File: config.mk
export PLATFORM = sky130hd
export DESIGN_NAME = prog_loader_flat
export DESIGN_NICKNAME = d
export VERILOG_FILES = /design/src/rtl/prog_loader_pkg.sv /design/src/rtl/prog_loader_if.sv /design/src/rtl/prog_loader_uart_rx.sv /design/src/rtl/prog_loader.sv /design/src/flat_wrapper.sv
export SDC_FILE = /design/constraint.sdc
export NUM_CORES = 1
export LEC_CHECK = 0
export ABC_AREA = 0
export ABC_CLOCK_PERIOD_IN_PS = 3200
export CORE_UTILIZATION = 44
export CTS_CLUSTER_DIAMETER = 80
export CTS_CLUSTER_SIZE = 40
export DETAILED_ROUTE_END_ITERATION = 10
export PLACE_DENSITY_LB_ADDON = 0.25
export SLEW_MARGIN = 25
export SYNTH_ARGS = -nofsm -noshare
export SYNTH_HDL_FRONTEND = slang
export SYNTH_SLANG_ARGS = --single-unit
File: constraint.sdc
create_clock -name clk -period 3.2 [get_ports clk]
set_input_delay 0.32 -clock clk [delete_from_list [all_inputs] [get_ports clk]]
set_output_delay 0.32 -clock clk [all_outputs]
set_load 0.03 [all_outputs]
File: src/rtl/prog_loader_pkg.sv
// Shared types and defaults for the serial program loader.
package prog_loader_pkg;

  localparam int unsigned DEF_LINE_WIDTH    = 32;
  localparam int unsigned DEF_IP_WIDTH      = 8;
  localparam int unsigned UART_CLKS_PER_BIT = 16;

  typedef enum logic [2:0] {
    L_IDLE  = 3'd0,
    L_DATA  = 3'd1,
    L_WRITE = 3'd2,
    L_DONE  = 3'd3,
    L_ERR   = 3'd4
  } LoaderState;

  typedef enum logic [1:0] {
    RX_IDLE  = 2'd0,
    RX_START = 2'd1,
    RX_DATA  = 2'd2,
    RX_STOP  = 2'd3
  } rx_state_e;

  // A line count is legal when it is non-zero and fits the line memory.
  // Once the memory holds 256 or more lines every 8-bit count fits.
  function automatic logic count_ok(input logic [7:0] n, input int unsigned ip_width);
    int unsigned max_lines;
    max_lines = (ip_width >= 8) ? 32'd256 : (32'd1 << ip_width);
    return (n != 8'd0) && (32'(n) <= max_lines);
  endfunction

endpackage

File: src/rtl/prog_loader_if.sv
// Line-memory write port plus CPU control/status bundle.
interface prog_loader_if #(
  parameter int unsigned LINE_WIDTH = prog_loader_pkg::DEF_LINE_WIDTH,
  parameter int unsigned IP_WIDTH   = prog_loader_pkg::DEF_IP_WIDTH
);
  logic                  wr_en;
  logic [IP_WIDTH-1:0]   wr_addr;
  logic [LINE_WIDTH-1:0] wr_data;
  logic                  start;
  logic                  busy;
  logic                  done;
  logic                  err;

  modport master (output wr_en, wr_addr, wr_data, start, busy, done, err);
  modport slave  (input  wr_en, wr_addr, wr_data, start, busy, done, err);
endinterface

File: src/rtl/prog_loader_uart_rx.sv
// 8N1 receiver: 2-flop synchronizer, mid-bit sampling, glitch-rejecting start.
module uart_rx
  import prog_loader_pkg::*;
#(
  parameter int unsigned CLKS_PER_BIT = UART_CLKS_PER_BIT
) (
  input  logic       clk,
  input  logic       rstn,
  input  logic       rx,
  output logic [7:0] byte_out,
  output logic       byte_valid,
  output logic       frame_err
);

  localparam int unsigned CW = $clog2(CLKS_PER_BIT);
  localparam logic [CW-1:0] HALF_M1 = CW'(CLKS_PER_BIT / 2 - 1);
  localparam logic [CW-1:0] FULL_M1 = CW'(CLKS_PER_BIT - 1);

  rx_state_e   state_q, state_d;
  logic [1:0]  sync_q, sync_d;
  logic        prev_q, prev_d;
  logic [CW-1:0] cnt_q, cnt_d;
  logic [2:0]  bit_q, bit_d;
  logic [7:0]  shreg_q, shreg_d;
  logic [7:0]  byte_q, byte_d;
  logic        valid_q, valid_d;
  logic        ferr_q, ferr_d;
  logic        rx_s;

  assign rx_s = sync_q[1];

  // Next-state: frame detection, bit timing and stop-bit check.
  always_comb begin
    state_d = state_q;
    sync_d  = {sync_q[0], rx};
    prev_d  = rx_s;
    cnt_d   = cnt_q;
    bit_d   = bit_q;
    shreg_d = shreg_q;
    byte_d  = byte_q;
    valid_d = 1'b0;
    ferr_d  = 1'b0;
    unique case (state_q)
      RX_IDLE: begin
        if (prev_q && !rx_s) begin
          cnt_d   = '0;
          state_d = RX_START;
        end
      end
      RX_START: begin
        if (cnt_q == HALF_M1) begin
          cnt_d   = '0;
          bit_d   = '0;
          state_d = rx_s ? RX_IDLE : RX_DATA;
        end else begin
          cnt_d = cnt_q + CW'(1);
        end
      end
      RX_DATA: begin
        if (cnt_q == FULL_M1) begin
          cnt_d   = '0;
          shreg_d = {rx_s, shreg_q[7:1]};
          if (bit_q == 3'd7) state_d = RX_STOP;
          else               bit_d   = bit_q + 3'd1;
        end else begin
          cnt_d = cnt_q + CW'(1);
        end
      end
      RX_STOP: begin
        if (cnt_q == FULL_M1) begin
          cnt_d   = '0;
          state_d = RX_IDLE;
          if (rx_s) begin
            valid_d = 1'b1;
            byte_d  = shreg_q;
          end else begin
            ferr_d = 1'b1;
          end
        end else begin
          cnt_d = cnt_q + CW'(1);
        end
      end
      default: state_d = RX_IDLE;
    endcase
  end

  // State register; synchronizer resets to the idle-high line level.
  always_ff @(posedge clk) begin
    if (!rstn) begin
      state_q <= RX_IDLE;
      sync_q  <= 2'b11;
      prev_q  <= 1'b1;
      cnt_q   <= '0;
      bit_q   <= '0;
      shreg_q <= '0;
      byte_q  <= '0;
      valid_q <= 1'b0;
      ferr_q  <= 1'b0;
    end else begin
      state_q <= state_d;
      sync_q  <= sync_d;
      prev_q  <= prev_d;
      cnt_q   <= cnt_d;
      bit_q   <= bit_d;
      shreg_q <= shreg_d;
      byte_q  <= byte_d;
      valid_q <= valid_d;
      ferr_q  <= ferr_d;
    end
  end

  assign byte_out   = byte_q;
  assign byte_valid = valid_q;
  assign frame_err  = ferr_q;

endmodule

File: src/rtl/prog_loader.sv
// Serial program loader: packs received bytes into lines, writes them, starts the CPU.
module prog_loader
  import prog_loader_pkg::*;
#(
  parameter int unsigned LINE_WIDTH   = DEF_LINE_WIDTH,
  parameter int unsigned IP_WIDTH     = DEF_IP_WIDTH,
  parameter int unsigned CLKS_PER_BIT = UART_CLKS_PER_BIT
) (
  input  logic          clk,
  input  logic          rstn,
  input  logic          rx,
  prog_loader_if.master bus
);

  localparam int unsigned BYTES = LINE_WIDTH / 8;
  localparam int unsigned BCW   = (BYTES > 1) ? $clog2(BYTES) : 1;
  localparam logic [BCW-1:0] LAST_BYTE = BCW'(BYTES - 1);

  logic [7:0] rx_byte;
  logic       rx_valid;
  logic       rx_ferr;

  uart_rx #(.CLKS_PER_BIT(CLKS_PER_BIT)) u_rx (
    .clk        (clk),
    .rstn       (rstn),
    .rx         (rx),
    .byte_out   (rx_byte),
    .byte_valid (rx_valid),
    .frame_err  (rx_ferr)
  );

  LoaderState            state_q, state_d;
  logic [7:0]            n_q, n_d;
  logic [IP_WIDTH-1:0]   addr_q, addr_d;
  logic [BCW-1:0]        bcnt_q, bcnt_d;
  logic [LINE_WIDTH-1:0] line_q, line_d;
  logic                  wr_en_q, wr_en_d;
  logic                  start_q, start_d;
  logic                  busy_q, busy_d;
  logic                  done_q, done_d;
  logic                  err_q, err_d;
  logic                  last_line;

  assign last_line = (32'(addr_q) == (32'(n_q) - 32'd1));

  // Loader next-state: count byte, line packing, write, completion, error trap.
  always_comb begin
    state_d = state_q;
    n_d     = n_q;
    addr_d  = addr_q;
    bcnt_d  = bcnt_q;
    line_d  = line_q;
    wr_en_d = 1'b0;
    start_d = 1'b0;
    busy_d  = busy_q;
    done_d  = done_q;
    err_d   = err_q;
    unique case (state_q)
      L_IDLE: begin
        if (rx_valid) begin
          if (count_ok(rx_byte, IP_WIDTH)) begin
            n_d     = rx_byte;
            addr_d  = '0;
            bcnt_d  = '0;
            done_d  = 1'b0;
            busy_d  = 1'b1;
            state_d = L_DATA;
          end else begin
            state_d = L_ERR;
          end
        end
      end
      L_DATA: begin
        if (rx_valid) begin
          line_d = (line_q << 8) | LINE_WIDTH'(rx_byte);
          if (bcnt_q == LAST_BYTE) begin
            wr_en_d = 1'b1;
            state_d = L_WRITE;
          end else begin
            bcnt_d = bcnt_q + BCW'(1);
          end
        end
      end
      L_WRITE: begin
        if (last_line) begin
          start_d = 1'b1;
          busy_d  = 1'b0;
          done_d  = 1'b1;
          state_d = L_DONE;
        end else begin
          addr_d  = addr_q + IP_WIDTH'(1);
          bcnt_d  = '0;
          state_d = L_DATA;
        end
      end
      L_DONE:  state_d = L_IDLE;
      L_ERR:   state_d = L_ERR;
      default: state_d = L_ERR;
    endcase
    // A bad count or a framing error traps the loader until reset.
    if ((state_d == L_ERR) || (rx_ferr && state_q != L_ERR)) begin
      state_d = L_ERR;
      wr_en_d = 1'b0;
      start_d = 1'b0;
      busy_d  = 1'b0;
      err_d   = 1'b1;
    end
  end

  // Loader registers; reset discards any partial line.
  always_ff @(posedge clk) begin
    if (!rstn) begin
      state_q <= L_IDLE;
      n_q     <= '0;
      addr_q  <= '0;
      bcnt_q  <= '0;
      line_q  <= '0;
      wr_en_q <= 1'b0;
      start_q <= 1'b0;
      busy_q  <= 1'b0;
      done_q  <= 1'b0;
      err_q   <= 1'b0;
    end else begin
      state_q <= state_d;
      n_q     <= n_d;
      addr_q  <= addr_d;
      bcnt_q  <= bcnt_d;
      line_q  <= line_d;
      wr_en_q <= wr_en_d;
      start_q <= start_d;
      busy_q  <= busy_d;
      done_q  <= done_d;
      err_q   <= err_d;
    end
  end

  assign bus.wr_en   = wr_en_q;
  assign bus.wr_addr = addr_q;
  assign bus.wr_data = line_q;
  assign bus.start   = start_q;
  assign bus.busy    = busy_q;
  assign bus.done    = done_q;
  assign bus.err     = err_q;

endmodule

File: src/flat_wrapper.sv
// flat-port wrapper written by rule: the top's interface ports become plain ports
module prog_loader_flat import prog_loader_pkg::*;
#(
  parameter int unsigned LINE_WIDTH   = DEF_LINE_WIDTH,
  parameter int unsigned IP_WIDTH     = DEF_IP_WIDTH,
  parameter int unsigned CLKS_PER_BIT = UART_CLKS_PER_BIT
)
  (clk, rstn, rx, bus_wr_en, bus_wr_addr, bus_wr_data, bus_start, bus_busy, bus_done, bus_err);
  prog_loader_if #(.LINE_WIDTH(LINE_WIDTH), .IP_WIDTH(IP_WIDTH)) bus_i ();
  input  logic clk;
  input  logic rstn;
  input  logic rx;
  output wire logic [$bits(bus_i.wr_en)-1:0] bus_wr_en;
  output wire logic [$bits(bus_i.wr_addr)-1:0] bus_wr_addr;
  output wire logic [$bits(bus_i.wr_data)-1:0] bus_wr_data;
  output wire logic [$bits(bus_i.start)-1:0] bus_start;
  output wire logic [$bits(bus_i.busy)-1:0] bus_busy;
  output wire logic [$bits(bus_i.done)-1:0] bus_done;
  output wire logic [$bits(bus_i.err)-1:0] bus_err;
  assign bus_wr_en = bus_i.wr_en;
  assign bus_wr_addr = bus_i.wr_addr;
  assign bus_wr_data = bus_i.wr_data;
  assign bus_start = bus_i.start;
  assign bus_busy = bus_i.busy;
  assign bus_done = bus_i.done;
  assign bus_err = bus_i.err;
  prog_loader #(.LINE_WIDTH(LINE_WIDTH), .IP_WIDTH(IP_WIDTH), .CLKS_PER_BIT(CLKS_PER_BIT)) u_core (.clk(clk), .rstn(rstn), .rx(rx), .bus(bus_i));
endmodule
==> results.md, run 1 <==
- Status: finished clean
- Setup-violating endpoint count in the final report: 0
- Setup Crit Path Kind: reg -> reg
- Number of vias in the routed layout: slightly above 3k
- Count of pins on the block boundary: between 40 and 50
- Cell at the root of the clock tree: clkbuf_8
- Final hold violations: 0
- Critical path arrival: about 2900 ps
- Largest stage delay on the critical path: 500 ps
- Number of nets in the finished design: 484
- Critical path cell sequence: inv_1, ha_1, or4b_1, o41ai_1, nor3b_2, and3_4, or4_1, a21oi_1
- Power density over the cells: around 430 nW/um^2
- Post-route ant nets: 0
- Setup repair after global routing missed its margin: no
- Peak-usage layer in the global routing report: met2
- Hold Worst Slack: 418 ps
- Number of instances in the placed design: around 570
- Number of antenna violations at the first check in global routing: 0
- Time the final worst path needs with I/O delays and setup: 2570 ps
- Global routing met1 resource utilization: 23.0%
- Area of the die: about 8700 sq um
- Async set-reset flop share out of synthesis: 0%
- Fill cell instance count of the final layout: approximately 730
- Total Routing Usage GR: 18.9%
- HPWL reported at the end of detailed placement: a little over 5000 um
- Number of nets in the synthesized netlist: between 400 and 500
- Placed cell area: approximately 4200 sq um
- # Max-Cap Violations: 0
- Fraction of final layout cells with drive strength greater than 1: between 7 and 8%
- Vertical extent of the die: around 93 um
- Quantity of gates resized following cts: 0
- Static leakage power: approximately 1.6 nW
- Number of vias per cell: 5.21
- Number of enable flip-flop cells after synthesis: 0
- Setup TNS Final: 0 ps
- Post-CTS Repair Setup Buffers: 0
- Final non-filler cell area: around 4400 sq um
- Largest clock skew in the final design: around 9.9 ps
- Number of buffers created by CTS: 9
- Initial Util: 46.2%
- First-iteration detailed-routing DRC count: about 140
- Largest fanout on the critical path: 14
- Clock tree from TritonCTS: done
- Share of synthesized area occupied by flip-flops and latches: between 40% and 50%
- Cell with the largest stage delay on the worst path: or4_1
- Flip-flop cell with the highest count after synthesis: dfxtp_1
- Register bit count reported by yosys: 88
- Slew headroom: 56.6%
- Number of iterations in the first detailed-routing pass: 4
- Number of unique standard cell types used by synthesis: 47
- Leading cell types by total area after synthesis: dfxtp_1 (48%), nand2_1 (11%), a21oi_1 (7.8%)
- Clock network latency to the later pin of the worst-skew pair: 370 ps
- Nature of the critical path startpoint: flop
- Hold buffer count at CTS: 0
- Multi-input logic area: 1770 sq um
- First-pass GRT wire length: 12900 um
- IR Drop Worst-Case VDD: between 0.0002 and 0.00025 V
- Post-CTS clock slew at the launch and capture registers of the worst setup and hold paths: around 90 ps
- Endpoint class of the critical path: flop
- Weighted congestion at the end of routability-driven global placement: ~0.77
- Biggest area consumer among synthesized cells: dfxtp_1
- Number of diodes: 0
- Synth warnings: 0
- Sum of overflow across all layers after global routing: 0
- Final Max Slew Viols: 0
- GR met2 Demand/Resource: roughly a third
- Number of standard cells after synthesis: ~430
- Post-Route WL: 7430 um
- Required time worst endpoint: roughly 3500 ps
- Via count of the first global-routing pass: 2878
- Fraction of post-synthesis cell area in the top cell type by area: between 40 and 50%
- Average wire per cell in the routed design: 12.8 um
- Core area: roughly 8000 sq um
- Met3 global-route usage: under 10%
- Classification of the worst-slack hold path: reg -> reg
- Post-route DRC violation count: 0
- Area Growth Syn to Fin: 20.6%
- Seq. cell area: between 1500 and 2000 sq um
- H-tree levels: 3
- Maximum number of pins on one net before global-route repair: 39
- Clock Sink Count: 88
- Syn avg cell area: about 8.4 sq um
- Port Buffers: 47
- DIE WIDTH: between 90 and 100 um
- Std-Cell Rows: 32
- Non-Filler Instances: 582
- Buffer depth of the longest clock path: 2
- Slew at the pin closest to its max-slew limit: about 650 ps
- Post-synth design cell area: 3650 sq um
- Final period util: 80.3%
- Timing-limited maximum frequency: roughly 390 MHz
## worst max-delay path, delay by kind of cell (launching register included)
family                   cells  cell delay [ps]
buffers and inverters        1               70
AND/OR/NAND/NOR              4             1320
AO/OA/AOI/OAI                2              550
flip-flops                   1              360
adder cells (fa/ha/maj)      1              200
## layer usage
layer	routed length [um]	vias up
met3	327	5
met1	3490	1402
li1	-	1569
met5	0	-
met4	63	0
met2	3540	59
## sequential cells by signal, summed over array words and instances, names as in the netlist, named ones only
name / count
u_core.bus.wr_data: 32
u_core.bus.wr_addr: 8
u_core.n_q: 8
u_core.u_rx.byte_out: 8
u_core.u_rx.shreg_q: 8
u_core.u_rx.cnt_q: 4
u_core.state_q: 3
u_core.u_rx.bit_q: 3
u_core.bcnt_q: 2
u_core.u_rx.sync_q: 2
u_core.bus.busy: 1
u_core.bus.done: 1
u_core.bus.err: 1
u_core.bus.start: 1
u_core.bus.wr_en: 1
u_core.u_rx.byte_valid: 1
u_core.u_rx.frame_err: 1
u_core.u_rx.prev_q: 1
u_core.u_rx.state_q: 1
## worst paths after layout
path	endpoint	start	slack, ps	cells past startpoint
setup / recovery	u_core.bus.wr_addr[7]$_SDFFE_PN0P_	u_core.n_q[0]$_SDFFE_PN0P_	630	8
hold / removal	u_core.u_rx.sync_q[1]$_SDFF_PN1_	u_core.u_rx.sync_q[0]$_SDFF_PN1_	420	1
setup reg to reg	u_core.bus.wr_addr[7]$_SDFFE_PN0P_	u_core.n_q[0]$_SDFFE_PN0P_	630	8
hold reg to reg	u_core.u_rx.sync_q[1]$_SDFF_PN1_	u_core.u_rx.sync_q[0]$_SDFF_PN1_	420	1
## power by group
part           switching, W  leakage, nW  internal, W
logic             0.0000267        0.763    0.0000119
registers        0.00000618        0.709      0.00110
clock network      0.000445       0.0977     0.000308
## stage by stage
step / utilization [%] / setup slack (ps) / total power (W)
2_1_floorplan: - / 807 / 0.00116
3_3_place_gp: 53.3 / 759 / 0.00117
3_5_place_dp: 53.3 / 660 / 0.00117
4_1_cts: 55.7 / 622 / 0.00192
5_1_grt: 55.7 / 468 / 0.00198
6_report: 55.7 / 631 / 0.00190
## cell type report
| type | instances | share of cell area (%) |
|---|---|---|
| Tap cell | 102 | 2.90 |
| Multi-Input combinational cell | 316 | 40.3 |
| Timing Repair Buffer | 53 | 11.7 |
| Clock inverter | 7 | 1.59 |
| Inverter | 7 | 0.598 |
| Sequential cell | 88 | 40.1 |
| Clock buffer | 9 | 2.82 |
## cell usage after synthesis, drive strengths merged, types with 4 or more instances
cell / n
a21oi: 57
clkbuf: 20
dfxtp: 88
ha: 6
inv: 7
mux2i: 20
nand2: 109
nand2b: 4
nand3: 6
nor2: 32
nor3: 8
nor4: 4
o21ai: 7
or4: 6
or4b: 5
xnor2: 5
xor2: 5
## kinds of logic (layout without fill, tap and decap cells)
logic type	count (synthesis)	in the layout	share of synthesized area, %
AOI/OAI and AO/OA	81	81	12.6
adders and majority gates	6	6	2.06
muxes	20	20	5.49
buffers and inverters	28	76	3.09
xor gates and xnor gates	11	11	3.02
and+or+nand+nor	198	198	25.5
DFF	88	88	48.3
## cell usage in the layout (no fill, tap or decap), types with 2 or more instances in the layout
master | Yosys | routed
nand2_1 | 109 | 109
dfxtp_1 | 88 | 88
a21oi_1 | 57 | 57
clkdlybuf4s50_1 | 0 | 47
nor2_1 | 32 | 32
mux2i_1 | 20 | 20
clkbuf_8 | 0 | 9
nor3_1 | 8 | 8
o21ai_0 | 7 | 7
inv_1 | 6 | 6
nand3_1 | 6 | 6
ha_1 | 6 | 6
buf_4 | 0 | 6
xor2_1 | 5 | 5
xnor2_1 | 5 | 5
or4_1 | 5 | 5
nor4_1 | 4 | 4
nand2b_1 | 4 | 4
or4b_2 | 4 | 4
inv_8 | 0 | 4
nand3b_1 | 3 | 3
nor2b_1 | 3 | 3
or3_1 | 3 | 3
o31ai_1 | 3 | 3
nor3b_1 | 2 | 2
and2_1 | 2 | 2
nor4b_1 | 2 | 2
a311oi_1 | 2 | 2
a31oi_1 | 2 | 2
nand4_1 | 2 | 2
o211ai_1 | 2 | 2
or2_2 | 2 | 2
(Power assumes the default switching activity.)
==> run 2: changes to the inputs <==
--- a/config.mk
+++ b/config.mk
@@ -6,7 +6,7 @@
 export NUM_CORES = 1
 export LEC_CHECK = 0
 export ABC_AREA = 0
-export ABC_CLOCK_PERIOD_IN_PS = 3200
+export ABC_CLOCK_PERIOD_IN_PS = 2700
 export CORE_UTILIZATION = 44
 export CTS_CLUSTER_DIAMETER = 80
 export CTS_CLUSTER_SIZE = 40
==> constraint.sdc (replaced) <==
create_clock -name clk -period 2.7 [get_ports clk]
set_input_delay 0.27 -clock clk [delete_from_list [all_inputs] [get_ports clk]]
set_output_delay 0.27 -clock clk [all_outputs]
set_load 0.03 [all_outputs]
==> results.md, run 2 (same netlist as run 1, synthesis figures left out) <==
- Post-CTS clock slew at the launch and capture registers of the worst setup and hold paths: roughly 90 ps
- Fill cell instance count of the final layout: between 700 and 800
- Power density over the cells: a little over 500 nW/um^2
- Number of antenna violations at the first check in global routing: 0
- Number of vias per cell: 5.17
- Sw Pwr: between 0.0005 and 0.0006 W
- Setup TNS Final: 0 ps
- Area Growth Syn to Fin: 21.8%
- Utilization after layout: a little under three fifths
- Most used cells in the layout excluding fill and tap cells: nand2_1 (109), dfxtp_1 (88), a21oi_1 (57)
- Number of vias in the routed layout: between 3k and 4k
- Design internal power: 0.00177 W
- Post-Route WL: 7350 um
- Core area: between 7000 and 8000 sq um
- Port Buffers: 47
- Net Sw Frac: 23.5%
- Classification of the worst-slack hold path: reg -> reg
- Initial Util: between 40% and 50%
- Reg2reg path depth: 8
- Weighted congestion at the end of routability-driven global placement: about 0.78
- Number of diodes: 0
- Status: finished clean
- Most common library cell in the layout ignoring fill and taps: nand2_1
- Number of iterations in the first detailed-routing pass: 4
- Average wire per cell in the routed design: roughly 13 um
- Slew at the pin closest to its max-slew limit: 593 ps
- Largest stage delay on the critical path: roughly 610 ps
- Combinational fraction of design power: around 2.1%
- Setup Crit Path Kind: reg -> reg
- DIE WIDTH: ~93 um
- Via count of the first global-routing pass: 2774
- Clock Sink Count: 88
- Flip-flop count of the largest register after layout: 32
- Largest clock skew in the final design: 12.4 ps
- Clock tree from TritonCTS: done
- Number of buffers created by CTS: 9
- Sequential fraction of design power: 56.7%
- Critical path cell sequence: inv_1, ha_1, or4b_2, nor3_1, nor3b_2, and3_4, or4_1, a21oi_1
- Setup repair after global routing missed its margin: no
- Final period util: around 93%
- Cell at the root of the clock tree: clkbuf_8
- Post-route ant nets: 0
- First-pass GRT wire length: between 10000 and 15000 um
- First-iteration detailed-routing DRC count: roughly 110
- Maximum number of pins on one net before global-route repair: 40
- Cell with the largest stage delay on the worst path: or4b_2
- Slew headroom: 60.3%
- Hold Worst Slack: about 420 ps
- Count of pins on the block boundary: between 40 and 50
- Hold Path Depth: 1
- Largest fanout on the critical path: 14
- Hold buffer count at CTS: 0
- Required time worst endpoint: around 3000 ps
- H-tree levels: 3
- Post-CTS Repair Setup Buffers: 0
- Share of power burned in the clock network: 41.2%
- Fraction of final layout cells with drive strength greater than 1: 7.69%
- Non-Filler Instances: roughly 600
- Quantity of gates resized following cts: 0
- Number of instances in the placed design: about 570
- Final Max Slew Viols: 0
- Final hold violations: 0
- Timing-limited maximum frequency: 400 MHz
- Vertical extent of the die: approximately 93 um
- Total Routing Usage GR: around 18%
- Buffer depth of the longest clock path: 2
- Number of nets in the finished design: around 490
- HPWL reported at the end of detailed placement: roughly 5000 um
- Post-route DRC violation count: 0
- Area of the die: between 8000 and 9000 sq um
- Setup-violating endpoint count in the final report: 0
- Clock network latency to the later pin of the worst-skew pair: about 360 ps
- IR Drop Worst-Case VDD: approximately 0.00030 V
- Critical path arrival: about 2800 ps
- Time the final worst path needs with I/O delays and setup: 2500 ps
- Total power of the final layout: between 0.002 and 0.0025 W
- Nature of the critical path startpoint: flop
- Std-Cell Rows: 32
- Sum of overflow across all layers after global routing: 0
- # Max-Cap Violations: 0
- Static leakage power: 1.60 nW
- Endpoint class of the critical path: flop
-- run 2: area by class of cell --
| cell class | count | area [sq um] | share of cell area [%] |
|---|---|---|---|
| tap | 102 | 128 | 2.87 |
| clock inverter | 7 | 86.3 | 1.94 |
| multi-input combinational | 316 | 1780 | 40.1 |
| inverter | 7 | 26.3 | 0.592 |
| sequential | 88 | 1760 | 39.7 |
| clock buffer | 9 | 124 | 2.79 |
| timing repair buffer | 54 | 536 | 12.1 |
-- run 2: metal layers --
metal / GRT usage [%] / vias to the layer above / part of all wire, %
li1: - / 1577 / -
met5: 0 / - / 0
met3: 3.25 / 13 / 3.2
met2: 28.6 / 45 / 46
met4: 9.23 / 0 / 2.0
met1: 24.1 / 1382 / 49
-- run 2: power groups by stage --
stage          registers (W)  clock network (W)  logic (W)
2_1_floorplan        0.00134                  0  0.0000369
3_3_place_gp         0.00134                  0  0.0000482
3_5_place_dp         0.00134                  0  0.0000485
4_1_cts              0.00131           0.000977  0.0000485
5_1_grt              0.00131            0.00104  0.0000545
6_report             0.00131           0.000951  0.0000479
-- run 2: final timing paths --
path | end | slack, ps | from
hold / removal | u_core.u_rx.sync_q[1]$_SDFF_PN1_ | 420 | u_core.u_rx.sync_q[0]$_SDFF_PN1_
setup reg to reg | u_core.bus.wr_addr[6]$_SDFFE_PN0P_ | 200 | u_core.n_q[0]$_SDFFE_PN0P_
hold reg to reg | u_core.u_rx.sync_q[1]$_SDFF_PN1_ | 420 | u_core.u_rx.sync_q[0]$_SDFF_PN1_
setup / recovery | u_core.bus.wr_addr[6]$_SDFFE_PN0P_ | 200 | u_core.n_q[0]$_SDFFE_PN0P_
-- run 2: through the flow --
stage | setup slack (ps) | instance area (sq um)
4_1_cts | 141 | 4430
5_1_grt | 19.2 | 4440
2_1_floorplan | 307 | 3650
6_report | 202 | 4440
3_5_place_dp | 173 | 4220
3_3_place_gp | 258 | 4220
-- run 2: critical path: cells and delay by family, from the launching register on --
family	cells	cell delay, ps
and+or+nand+nor	5	1650
buffers and inverters	1	70
adders and majority gates	1	200
AOI/OAI and AO/OA	1	140
DFF	1	360
==> run 3: changes to the inputs <==
--- a/config.mk
+++ b/config.mk
@@ -7,11 +7,13 @@
 export LEC_CHECK = 0
 export ABC_AREA = 0
 export ABC_CLOCK_PERIOD_IN_PS = 2700
+export CORE_ASPECT_RATIO = 1.1
 export CORE_UTILIZATION = 44
 export CTS_CLUSTER_DIAMETER = 80
 export CTS_CLUSTER_SIZE = 40
 export DETAILED_ROUTE_END_ITERATION = 10
 export PLACE_DENSITY_LB_ADDON = 0.25
+export SETUP_SLACK_MARGIN = 0.3
 export SLEW_MARGIN = 25
 export SYNTH_ARGS = -nofsm -noshare
 export SYNTH_HDL_FRONTEND = slang
==> results.md, run 3 (same netlist as run 1, synthesis figures left out) <==
- Time the final worst path needs with I/O delays and setup: roughly 2400 ps
- Area Growth Syn to Fin: 23.9%
- Non-Filler Instances: 594
- Worst-case setup slack after placement: ~160 ps
- First-pass GRT wire length: ~13000 um
- Utilization after layout: a little under three fifths
- Minimum setup slack among reg-to-reg paths: 310 ps
- Worst reg2reg endpoint: u_core.bus.wr_addr[5]$_SDFFE_PN0P_
- Std-Cell Rows: 34
- Fraction of final layout cells with drive strength greater than 1: a little over a tenth
- Hold Path Depth: 1
- Hold buffer count at CTS: 0
- Number of buffers created by CTS: 9
- Via count of the first global-routing pass: 2843
- Average wire per cell in the routed design: between 10 and 15 um
- Clock tree from TritonCTS: done
- DIE WIDTH: between 80 and 90 um
- Largest clock skew in the final design: around 15 ps
- Nature of the critical path startpoint: flop
- Most common library cell in the layout ignoring fill and taps: nand2_1
- Number of diodes: 0
- Most used cells in the layout excluding fill and tap cells: nand2_1 (109), dfxtp_1 (85), a21oi_1 (56)
- Final Max Slew Viols: 0
- Final period util: around 89%
- Number of nets in the finished design: ~500
- Number of iterations in the first detailed-routing pass: 5
- Static leakage power: 1.63 nW
- Vertical extent of the die: 97.5 um
- Setup repair after global routing missed its margin: yes
- Count of pins on the block boundary: 48
- Clock network latency to the later pin of the worst-skew pair: around 380 ps
- Flip-flop count of the largest register after layout: 32
- Setup-violating endpoint count in the final report: 0
- Classification of the worst-slack hold path: reg -> reg
- Post-Route WL: between 7000 and 8000 um
- Initial Util: between 40% and 50%
- Sum of overflow across all layers after global routing: 0
- Slew at the pin closest to its max-slew limit: between 600 and 700 ps
- Buffer depth of the longest clock path: 2
- Final hold violations: 0
- Largest fanout on the critical path: 5
- Worst R2R Start: u_core.n_q[0]$_SDFFE_PN0P_
- Total Routing Usage GR: 18.6%
- H-tree levels: 3
- Number of vias per cell: between 5 and 6
- Hold-critical path endpoint: u_core.u_rx.sync_q[1]$_SDFF_PN1_
- Setup Crit Path Kind: reg -> reg
- First-iteration detailed-routing DRC count: 128
- Number of antenna violations at the first check in global routing: 0
- Power density over the cells: around 500 nW/um^2
- HPWL reported at the end of detailed placement: 4990 um
- Timing-limited maximum frequency: about 420 MHz
- Maximum number of pins on one net before global-route repair: approximately 50
- Post-CTS clock slew at the launch and capture registers of the worst setup and hold paths: roughly 100 ps
- Reg2reg path depth: 6
- Area of the die: ~8700 sq um
- Number of instances in the placed design: 572
- Endpoint class of the critical path: flop
- Required time worst endpoint: around 3000 ps
- Worst-case setup margin in the final layout: just over 300 ps
- Setup TNS Final: 0 ps
- Post-route DRC violation count: 0
- IR Drop Worst-Case VDD: a little over 0.0003 V
- Core area: roughly 8000 sq um
- Slew headroom: a little over half
- Weighted congestion at the end of routability-driven global placement: roughly 0.76
- Cell at the root of the clock tree: clkbuf_8
- Post-route ant nets: 0
- Clock Sink Count: ~90
- Min-Delay Startpoint: u_core.u_rx.sync_q[0]$_SDFF_PN1_
- Status: finished clean
- Total power of the final layout: approximately 0.0023 W
- Critical path arrival: ~2700 ps
- Port Buffers: 47
- # Max-Cap Violations: 0
- Number of vias in the routed layout: between 3k and 4k
[run 3: cell types whose count changed in the layout (fill, tap and decap cells not counted), moves of 2 or more]
cell / previous run / this run
dfxtp_1: 88 / 85
buf_4: 6 / 10
or4b_4: 0 / 2
dfxtp_2: 0 / 3
[run 3: report_power, final]
part,internal [W],switching (W)
sequential,0.00130,0.00000787
clock,0.000363,0.000534
combinational,0.0000152,0.0000318
[run 3: layout make-up]
type / instances / area (sq um)
repair buffers: 58 / 566
flip-flops and latches: 88 / 1770
multi-input cells: 317 / 1830
inverters: 7 / 26.3
clock inverters: 7 / 72.6
clock buffers: 9 / 124
well taps: 108 / 135
fillers: 756 / 3440
[run 3: through the flow]
stage	instance area, sq um	hold WS (ps)
4_1_cts	4460	418
5_1_grt	4520	453
2_1_floorplan	3650	371
3_5_place_dp	4220	395
3_3_place_gp	4220	389
6_report	4520	418
[run 3: worst max-delay path by stage]
stage	from	end	slack (ps)	depth (start not counted)
after floorplan	u_core.n_q[0]$_SDFFE_PN0P_	u_core.bus.wr_addr[4]$_SDFFE_PN0P_	310	9
after global placement	u_core.n_q[0]$_SDFFE_PN0P_	u_core.bus.wr_addr[5]$_SDFFE_PN0P_	260	8
after detailed placement	u_core.n_q[0]$_SDFFE_PN0P_	u_core.bus.wr_addr[6]$_SDFFE_PN0P_	160	8
after CTS	u_core.n_q[0]$_SDFFE_PN0P_	u_core.bus.wr_addr[5]$_SDFFE_PN0P_	320	6
after global routing	u_core.n_q[0]$_SDFFE_PN0P_	u_core.bus.wr_addr[7]$_SDFFE_PN0P_	240	6
final	u_core.n_q[0]$_SDFFE_PN0P_	u_core.bus.wr_addr[5]$_SDFFE_PN0P_	310	6
[run 3: timing repair]
action | CTS | global route
buffers inserted | 3 | 2
pin swaps | 3 | 3
cloned | 0 | 1
resized for setup | 4 | 9
setup endpoints to repair | 6 | 5
[run 3: metal layers]
metal	share of wire [%]	wire, um	track usage [%]
met1	46	3520	23.4
met2	48	3680	30.4
met3	3.9	295	2.97
met4	2.0	152	9.18
met5	0	0	0
[run 3: critical path: stages, from the launching register on]
cell,delay (ps)
dfxtp_2,350
or4_4,550
o2111ai_2,180
or3b_4,410
and3_4,210
or4_1,490
a21oi_1,150
